[config.mk]
export PLATFORM = sky130hd
export DESIGN_NAME = pipe_slice
export DESIGN_NICKNAME = d
export VERILOG_FILES = /design/src/rtl/pipe_slice_pkg.sv /design/src/rtl/pipe_skid.sv /design/src/rtl/pipe_slice.sv
export SDC_FILE = /design/constraint.sdc
export NUM_CORES = 1
export LEC_CHECK = 0
export BUFFER_PORTS_ARGS = -buffer_cell sky130_fd_sc_hd__clkbuf_2
export CORE_MARGIN = 2
export CORE_UTILIZATION = 47
export CTS_BUF_LIST = sky130_fd_sc_hd__clkbuf_16
export DETAILED_ROUTE_END_ITERATION = 6
export PLACE_DENSITY_LB_ADDON = 0.25
export SYNTH_ARGS = -nofsm -noshare
export SYNTH_HDL_FRONTEND = slang
export SYNTH_SLANG_ARGS = --single-unit
export TNS_END_PERCENT = 5
[constraint.sdc]
create_clock -name clk -period 2.15 [get_ports clk]
set_input_delay 0.43 -clock clk [delete_from_list [all_inputs] [get_ports clk]]
set_output_delay 0.43 -clock clk [all_outputs]
set_load 0.01 [all_outputs]
[src/rtl/pipe_slice_pkg.sv]
// Shared helpers for the pipe_slice register chain: occupancy counter
// sizing and the encoding of per-cycle occupancy updates.
package pipe_slice_pkg;

  // Ceiling log2 for elaboration-time sizing (valid for value >= 1).
  function automatic int clog2(input int value);
    int result;
    result = 32'sd0;
    while ((32'sd1 <<< result) < value) begin
      result = result + 32'sd1;
    end
    return result;
  endfunction

  // Occupancy must hold 0..STAGES+1 (all stages plus the skid entry).
  function automatic int occ_width(input int stages);
    return clog2(stages + 32'sd2);
  endfunction

  // {input handshake, output handshake} for one cycle.
  typedef enum logic [1:0] {
    OCC_HOLD = 2'b00,
    OCC_DEC  = 2'b01,
    OCC_INC  = 2'b10,
    OCC_BOTH = 2'b11
  } occ_op_e;

endpackage

[src/rtl/pipe_skid.sv]
// One-entry skid buffer placed in front of stage 0. in_ready comes straight
// from a flop, which breaks the combinational ready path from downstream.
// A word accepted while stage 0 is blocked is parked here and is always
// offered to stage 0 before any fresh input, so ordering is preserved.
module pipe_skid #(
  parameter int WIDTH = 32
) (
  input  logic             clk,
  input  logic             rst,
  input  logic             flush,
  input  logic             in_valid,
  output logic             in_ready,
  input  logic [WIDTH-1:0] in_data,
  output logic             out_valid,
  input  logic             out_ready,
  output logic [WIDTH-1:0] out_data
);

  logic             skid_v_r;
  logic [WIDTH-1:0] skid_d_r;

  // Park an accepted word that stage 0 cannot take; release it when stage 0 frees up.
  always_ff @(posedge clk or negedge rst) begin
    if (!rst) begin
      skid_v_r <= 1'b0;
      skid_d_r <= {WIDTH{1'b0}};
    end else if (flush) begin
      skid_v_r <= 1'b0;
    end else if (skid_v_r) begin
      if (out_ready) begin
        skid_v_r <= 1'b0;
      end
    end else if (in_valid && !out_ready) begin
      skid_v_r <= 1'b1;
      skid_d_r <= in_data;
    end
  end

  // Present the parked word first; otherwise pass the input straight through.
  always_comb begin
    in_ready = !skid_v_r;
    if (skid_v_r) begin
      out_valid = 1'b1;
      out_data  = skid_d_r;
    end else begin
      out_valid = in_valid;
      out_data  = in_data;
    end
  end

endmodule

[src/rtl/pipe_slice.sv]
// Parametrised valid/ready register chain with bubble collapsing, synchronous
// flush and an optional skid buffer in front of the first stage.
// Stage 0 is on the input side, stage STAGES-1 drives the outputs.
module pipe_slice
  import pipe_slice_pkg::*;
#(
  parameter int WIDTH  = 32,
  parameter int STAGES = 1,
  parameter int SKID   = 0
) (
  input  logic                           clk,
  input  logic                           rst,
  input  logic                           flush,
  input  logic                           in_valid,
  output logic                           in_ready,
  input  logic [WIDTH-1:0]               in_data,
  output logic                           out_valid,
  input  logic                           out_ready,
  output logic [WIDTH-1:0]               out_data,
  output logic [occ_width(STAGES)-1:0]   occupancy
);

  localparam int OCC_W = occ_width(STAGES);
  localparam logic [OCC_W-1:0] OCC_ONE = OCC_W'(1'b1);

  logic [STAGES-1:0] v_vec;
  logic [WIDTH-1:0]  data_arr [STAGES];
  logic [STAGES-1:0] rdy;
  logic              src_valid;
  logic [WIDTH-1:0]  src_data;
  logic              in_acc;
  logic              out_acc;
  logic [OCC_W-1:0]  occ_r;

  // Ready ripples from the output back to stage 0; an empty stage is always ready.
  always_comb begin : rdy_calc
    logic chain;
    chain = out_ready;
    rdy   = {STAGES{1'b0}};
    for (int i = STAGES - 1; i >= 0; i--) begin
      chain  = !v_vec[i] || chain;
      rdy[i] = chain;
    end
  end

  if (SKID != 0) begin : g_skid
    pipe_skid #(
      .WIDTH(WIDTH)
    ) u_skid (
      .clk      (clk),
      .rst      (rst),
      .flush    (flush),
      .in_valid (in_valid),
      .in_ready (in_ready),
      .in_data  (in_data),
      .out_valid(src_valid),
      .out_ready(rdy[0]),
      .out_data (src_data)
    );
  end else begin : g_direct
    assign in_ready  = rdy[0];
    assign src_valid = in_valid;
    assign src_data  = in_data;
  end

  for (genvar i = 0; i < STAGES; i++) begin : g_stage
    logic             prev_v;
    logic [WIDTH-1:0] prev_d;
    logic             v_r;
    logic [WIDTH-1:0] d_r;

    if (i == 0) begin : g_first
      assign prev_v = src_valid;
      assign prev_d = src_data;
    end else begin : g_next
      assign prev_v = v_vec[i-1];
      assign prev_d = data_arr[i-1];
    end

    // Take the upstream word whenever this stage is ready; flush clears valid but keeps data.
    always_ff @(posedge clk or negedge rst) begin
      if (!rst) begin
        v_r <= 1'b0;
        d_r <= {WIDTH{1'b0}};
      end else if (flush) begin
        v_r <= 1'b0;
      end else if (rdy[i]) begin
        v_r <= prev_v;
        if (prev_v) begin
          d_r <= prev_d;
        end
      end
    end

    assign v_vec[i]    = v_r;
    assign data_arr[i] = d_r;
  end

  assign out_valid = v_vec[STAGES-1];
  assign out_data  = data_arr[STAGES-1];
  assign in_acc    = in_valid && in_ready;
  assign out_acc   = out_valid && out_ready;
  assign occupancy = occ_r;

  // Track words held (stages plus skid) from the two handshakes; flush empties everything.
  always_ff @(posedge clk or negedge rst) begin
    if (!rst) begin
      occ_r <= {OCC_W{1'b0}};
    end else if (flush) begin
      occ_r <= {OCC_W{1'b0}};
    end else begin
      case (occ_op_e'({in_acc, out_acc}))
        OCC_INC: occ_r <= occ_r + OCC_ONE;
        OCC_DEC: occ_r <= occ_r - OCC_ONE;
        default: occ_r <= occ_r;
      endcase
    end
  end

endmodule

==> results.toml, run 1 <==
[worst_setup_path]
crit_end = "out_data[28]"
crit_path_start = "out_valid"
worst_ep_required_time_ns = 2.30
start_kind = "flip-flop"
path_class = "flip-flop to flip-flop"
cp_data_arrival_time_ns = 1.63
ff2ff_setup_slack_ns = 0.67
r2r_cells = 4
endpoint_kind = "flip-flop"
r2r-start = "out_valid"
r2r_end = "out_data[28]"
critPathMaxFanout = 16

[flow_run]
cap_violations = 0

[synthesis]
synth.avg_cell_area_sq_um = 16.4
syn_area_sq_um = 1380
yosysUniqueCellTypes = 12
yosys_register_bits = 35
yosysWarningCount = 0
yosysSeqAreaShare = 0.636
syn_inst = 84
synth_nets = 121

[power]
p_per_area_nw_per_um2 = 957
vdd_ir_drop_max_mv = 0.900
p_leak_nw = 0.959

[finish]
area_growth_pct = 37.5
final_common_cell = "clkbuf_2"
fin_area_sq_um = 1890
nets = 199
layout_common_cells = "clkbuf_2, dfrtp_1, mux2_2"
drive_gt1_frac = 0.699
diodes = 0
final-instance-count-excl-fill = 194

[status]
outcome = "finished clean"

[timing]
tightest_slew_ns = 0.837
min_period_over_period = 0.688
max_slew_margin = 0.442
finalMaxSlewViolations = 0
rsz0062_at_grt = "false"
min_period_ns = 1.48
fmax_mhz = 676
fin_setup_tns_ns = 0
setup_viol = 0
finalHoldViolCount = 0
fin_skew_ns = 0.00380

[cts]
insertion_delay_ns = 0.27
cts_hold_buffers = 0
cts_made_buffers = 5
root_buffer = "clkbuf_16"
clock-sinks = 35
cts_resized = 0
clk_pin_slew_ns = 0.05
post_cts_buffers = 0
cts_buffer_depth = 2
htreeDepth = 2
cts_tree = "done"

[hold_path]
hold_class = "input pin to async pin"

[place]
gp_congestion = 0.720
post_dp_cell_area_sq_um = 1760
dp_hpwl_mm = 1.84
place_inst = 186
io_buffers = 72

[global_routing]
grt_pass1_wl_mm = 4.03
grt_pass1_vias = 922
grt_start_max_net_pins = 36
antenna_found_initial = 0
grt_usage = 0.160
gr-total-overflow = 0

[floorplan]
io_pins = 73
die_h_um = 58.1
initial_utilization = 0.495
rows = 19
dieArea_sq_um = 3380
core_sq_um = 2780
die_w_um = 58.1

[detailed_routing]
dr.pass1.iters = 4
wl_per_cell_um = 12.4
via_count = 924
drt-initial-drc-count = 8
route.detailed.drc = 0
viasPerCell = 4.76
ant_nets = 0
routed_wl_mm = 2.40
-- state kept, by name, summed over array words and instances (netlist names) --
| signal | flops |
|---|---|
| occupancy | 2 |
| out_data | 32 |
| out_valid | 1 |
-- synthesized netlist by cell type --
| library cell | count | area share |
|---|---|---|
| and3b_1 | 1 | 0.0064 |
| buf_6 | 3 | 0.025 |
| dfrtp_1 | 35 | 0.64 |
| inv_1 | 1 | 0.0027 |
| mux2_2 | 33 | 0.27 |
| mux2i_1 | 1 | 0.0073 |
| nor2_1 | 3 | 0.0082 |
| nor2b_1 | 2 | 0.0091 |
| nor2b_4 | 1 | 0.010 |
| nor3_1 | 2 | 0.0073 |
| nor3b_4 | 1 | 0.014 |
| o21a_1 | 1 | 0.0055 |
-- report_power, final --
part	internal [mW]	switching (mW)
Combinational	0.190	0.157
Clock	0.415	0.229
Sequential	0.768	0.0550
Total	1.37	0.441
-- cell families after synthesis --
family | after synthesis | synth area share
multiplexers | 34 | 0.277
AO/OA/AOI/OAI | 1 | 0.00545
flip-flops | 35 | 0.636
buffers and inverters | 4 | 0.0272
AND/OR/NAND/NOR | 10 | 0.0545
-- layout make-up --
cell class	count	area (sq um)
inverter	1	3.75
clock buffer	5	125
tap	31	38.8
clock inverter	3	11.3
sequential	35	876
fill	206	887
timing repair buffer	74	375
multi-input combinational	45	464
-- critical path, stage by stage (launching register included) --
cell and delay [ns]:
dfrtp_1 0.41, nor2b_4 0.15, nor3b_4 0.17, buf_4 0.26, mux2_2 0.36
-- metal layers --
layer | global-route usage | part of all wire
met5 | 0 | 0
met4 | 0.0664 | 0.0063
met3 | 0.0692 | 0.080
met2 | 0.266 | 0.50
met1 | 0.180 | 0.42
-- worst min-delay path by stage --
stage,endpoint
4_1_cts,out_data[24]
2_1_floorplan,occupancy[0]
3_3_place_gp,out_data[26]
6_report,out_data[24]
3_5_place_dp,out_data[2]
5_1_grt,out_data[24]
-- stage by stage --
stage	util	worst slack (ns)	hold slack (ns)	total power [mW]
6_report	0.681	0.670	0.260	1.81
5_1_grt	0.681	0.601	0.336	1.91
4_1_cts	0.681	0.649	0.287	1.84
3_5_place_dp	0.632	0.602	0.495	1.19
3_3_place_gp	0.632	0.635	0.489	1.18
2_1_floorplan	-	0.675	0.134	1.01
Note: power is estimated with default switching activity, not from simulation.
==> run 2: changes to the inputs <==
--- a/config.mk
+++ b/config.mk
@@ -7,7 +7,7 @@
 export LEC_CHECK = 0
 export BUFFER_PORTS_ARGS = -buffer_cell sky130_fd_sc_hd__clkbuf_2
 export CORE_MARGIN = 2
-export CORE_UTILIZATION = 47
+export CORE_UTILIZATION = 39
 export CTS_BUF_LIST = sky130_fd_sc_hd__clkbuf_16
 export DETAILED_ROUTE_END_ITERATION = 6
 export PLACE_DENSITY_LB_ADDON = 0.25
==> constraint.sdc (replaced) <==
create_clock -name clk -period 1.2 [get_ports clk]
set_input_delay 0.24 -clock clk [delete_from_list [all_inputs] [get_ports clk]]
set_output_delay 0.24 -clock clk [all_outputs]
set_load 0.01 [all_outputs]
==> run 2 against run 1 <==
Net effect: the run now ends with hold timing, setup timing left; cell area up 14%; register-to-register slack worse by 0.93 ns; die area up 19%; routed wire length up 24%; final cell count up 12%; sequential share of layout area down 5.7 points; sequential power up 81%; largest cell class unchanged; largest power group unchanged.
==> results.toml, run 2 (synthesis results as in run 1) <==
[status]
outcome = "finished, violations left"
violations = "hold timing, setup timing"

[cts]
clk_pin_slew_ns = 0.05
cts_tree = "done"
clock-sinks = 35
cts_hold_buffers = 0
root_buffer = "clkbuf_16"
cts_buffer_depth = 2
htreeDepth = 2
cts_made_buffers = 5
insertion_delay_ns = 0.27

[timing]
max_slew_margin = 0.713
setup_viol = 34
holdWs_ns = -0.00511
fmax_mhz = 685
tightest_slew_ns = 0.431
finalHoldViolCount = 6
rsz0062_at_grt = "true"
min_period_ns = 1.46
fin_skew_ns = 0.00497
min_period_over_period = 1.22
fin_setup_tns_ns = -7.71
finalMaxSlewViolations = 0
setup_slack_ns = -0.259

[flow_run]
cap_violations = 0

[global_routing]
grt_pass1_wl_mm = 4.42
grt_pass1_vias = 1030
gr-total-overflow = 0
grt_usage = 0.143
antenna_found_initial = 0
grt_start_max_net_pins = 36

[finish]
largest_reg_flops = 32
final-instance-count-excl-fill = 218
diodes = 0
n_fill_cell = 295
layout_common_cells = "clkbuf_2, dfrtp_1, mux2_4"
final_common_cell = "clkbuf_2"
drive_gt1_frac = 0.733
nets = 210
area_growth_pct = 56.9

[floorplan]
die_w_um = 63.4
die_h_um = 63.4
io_pins = 73
core_sq_um = 3360
dieArea_sq_um = 4020
initial_utilization = 0.410
rows = 21

[detailed_routing]
dr.pass1.iters = 2
via_count = 1001
viasPerCell = 4.59
ant_nets = 0
wl_per_cell_um = 13.7
routed_wl_mm = 2.99
drt-initial-drc-count = 12
route.detailed.drc = 0

[worst_setup_path]
critPathMaxStageDelay_ns = 0.37
cp_num_buf_inv = 2
critPathTopFamily = "flip-flops"
crit_chain = "nor2b_4 -> nor3b_4 -> buf_6 -> clkbuf_16 -> mux2_4"
worst_ep_required_time_ns = 1.35
cp_data_arrival_time_ns = 1.61
slowest_stage = "dfrtp_1"
start_kind = "flip-flop"
endpoint_kind = "flip-flop"
path_class = "flip-flop to flip-flop"
critPathMaxFanout = 8

[power]
seqPwrFrac = 0.436
switching_share = 0.243
netSwitchingPower_mw = 0.829
cell_internal_pwr_mw = 2.59
p_leak_nw = 1.13
clockPowerShare = 0.333
vdd_ir_drop_max_mv = 0.900
p_per_area_nw_per_um2 = 1580
p_comb_frac = 0.231

[place]
dp_hpwl_mm = 1.98
place_ws_ns = -0.249
io_buffers = 72
gp_congestion = 0.653
place_inst = 206

[hold_path]
hold_class = "input pin to async pin"
## run 2: cell types whose count changed in the layout (fill, tap and decap cells not counted), sizes merged
cell | previous run | this run
clkbuf | 77 | 78
buf | 2 | 12
clkinv | 2 | 0
## run 2: metrics by stage
| stage | utilization | power [mW] | hold WS (ns) | area, sq um |
|---|---|---|---|---|
| 5_1_grt | 0.643 | 3.57 | 0.0466 | 2160 |
| 4_1_cts | 0.580 | 3.31 | 0.0104 | 1950 |
| 2_1_floorplan | - | 1.82 | -0.0556 | 1380 |
| 3_5_place_dp | 0.539 | 2.15 | 0.299 | 1810 |
| 6_report | 0.643 | 3.41 | -0.00511 | 2160 |
| 3_3_place_gp | 0.539 | 2.12 | 0.286 | 1810 |
## run 2: repair_timing
item	4_1_cts	5_1_grt
endpoints found under the setup margin	35	35
pin swaps	0	1
gates cloned	0	3
setup buffers	0	3
resized for setup	2	38
## run 2: layer usage
metal  wire length [um]  GRT usage
met5                  0          0
met4                 36     0.0734
met3                188     0.0429
met2               1520      0.243
met1               1240      0.162
## run 2: area by class of cell
cell class,instances,area [sq um],area share
Multi-Input combinational cell,45,562,0.260
Clock inverter,1,3.75,0.00174
Tap cell,46,57.6,0.0266
Inverter,1,3.75,0.00174
Timing Repair Buffer,85,534,0.247
Sequential cell,35,876,0.405
Clock buffer,5,125,0.0579
## run 2: power by group through the flow
stage                     Clock, mW  Sequential, mW  Combinational (mW)
final                          1.14            1.49               0.790
after global routing           1.20            1.51               0.855
after CTS                      1.17            1.48               0.655
after detailed placement          0            1.50               0.650
after global placement            0            1.49               0.634
after floorplan                   0            1.58               0.234
## run 2: worst paths after layout
check / from / to / slack (ns) / cells past startpoint
worst min-delay path: rst / out_data[18] / -0.005 / 2
worst max register to register: out_valid / out_data[17] / -0.26 / 5
worst max-delay path: out_valid / out_data[17] / -0.26 / 5
min in group clk: in_data[14] / out_data[14] / 0.20 / 2
worst min register to register: out_data[28] / out_data[28] / 0.51 / 1
max in group asynchronous: rst / out_data[21] / 0.90 / 2
## run 2: worst register-to-register path: cells and delay by family (launching register included)
family | cells | cell delay (ns)
buf+inv | 2 | 0.33
flops | 1 | 0.37
mux | 1 | 0.30
simple gates | 2 | 0.35
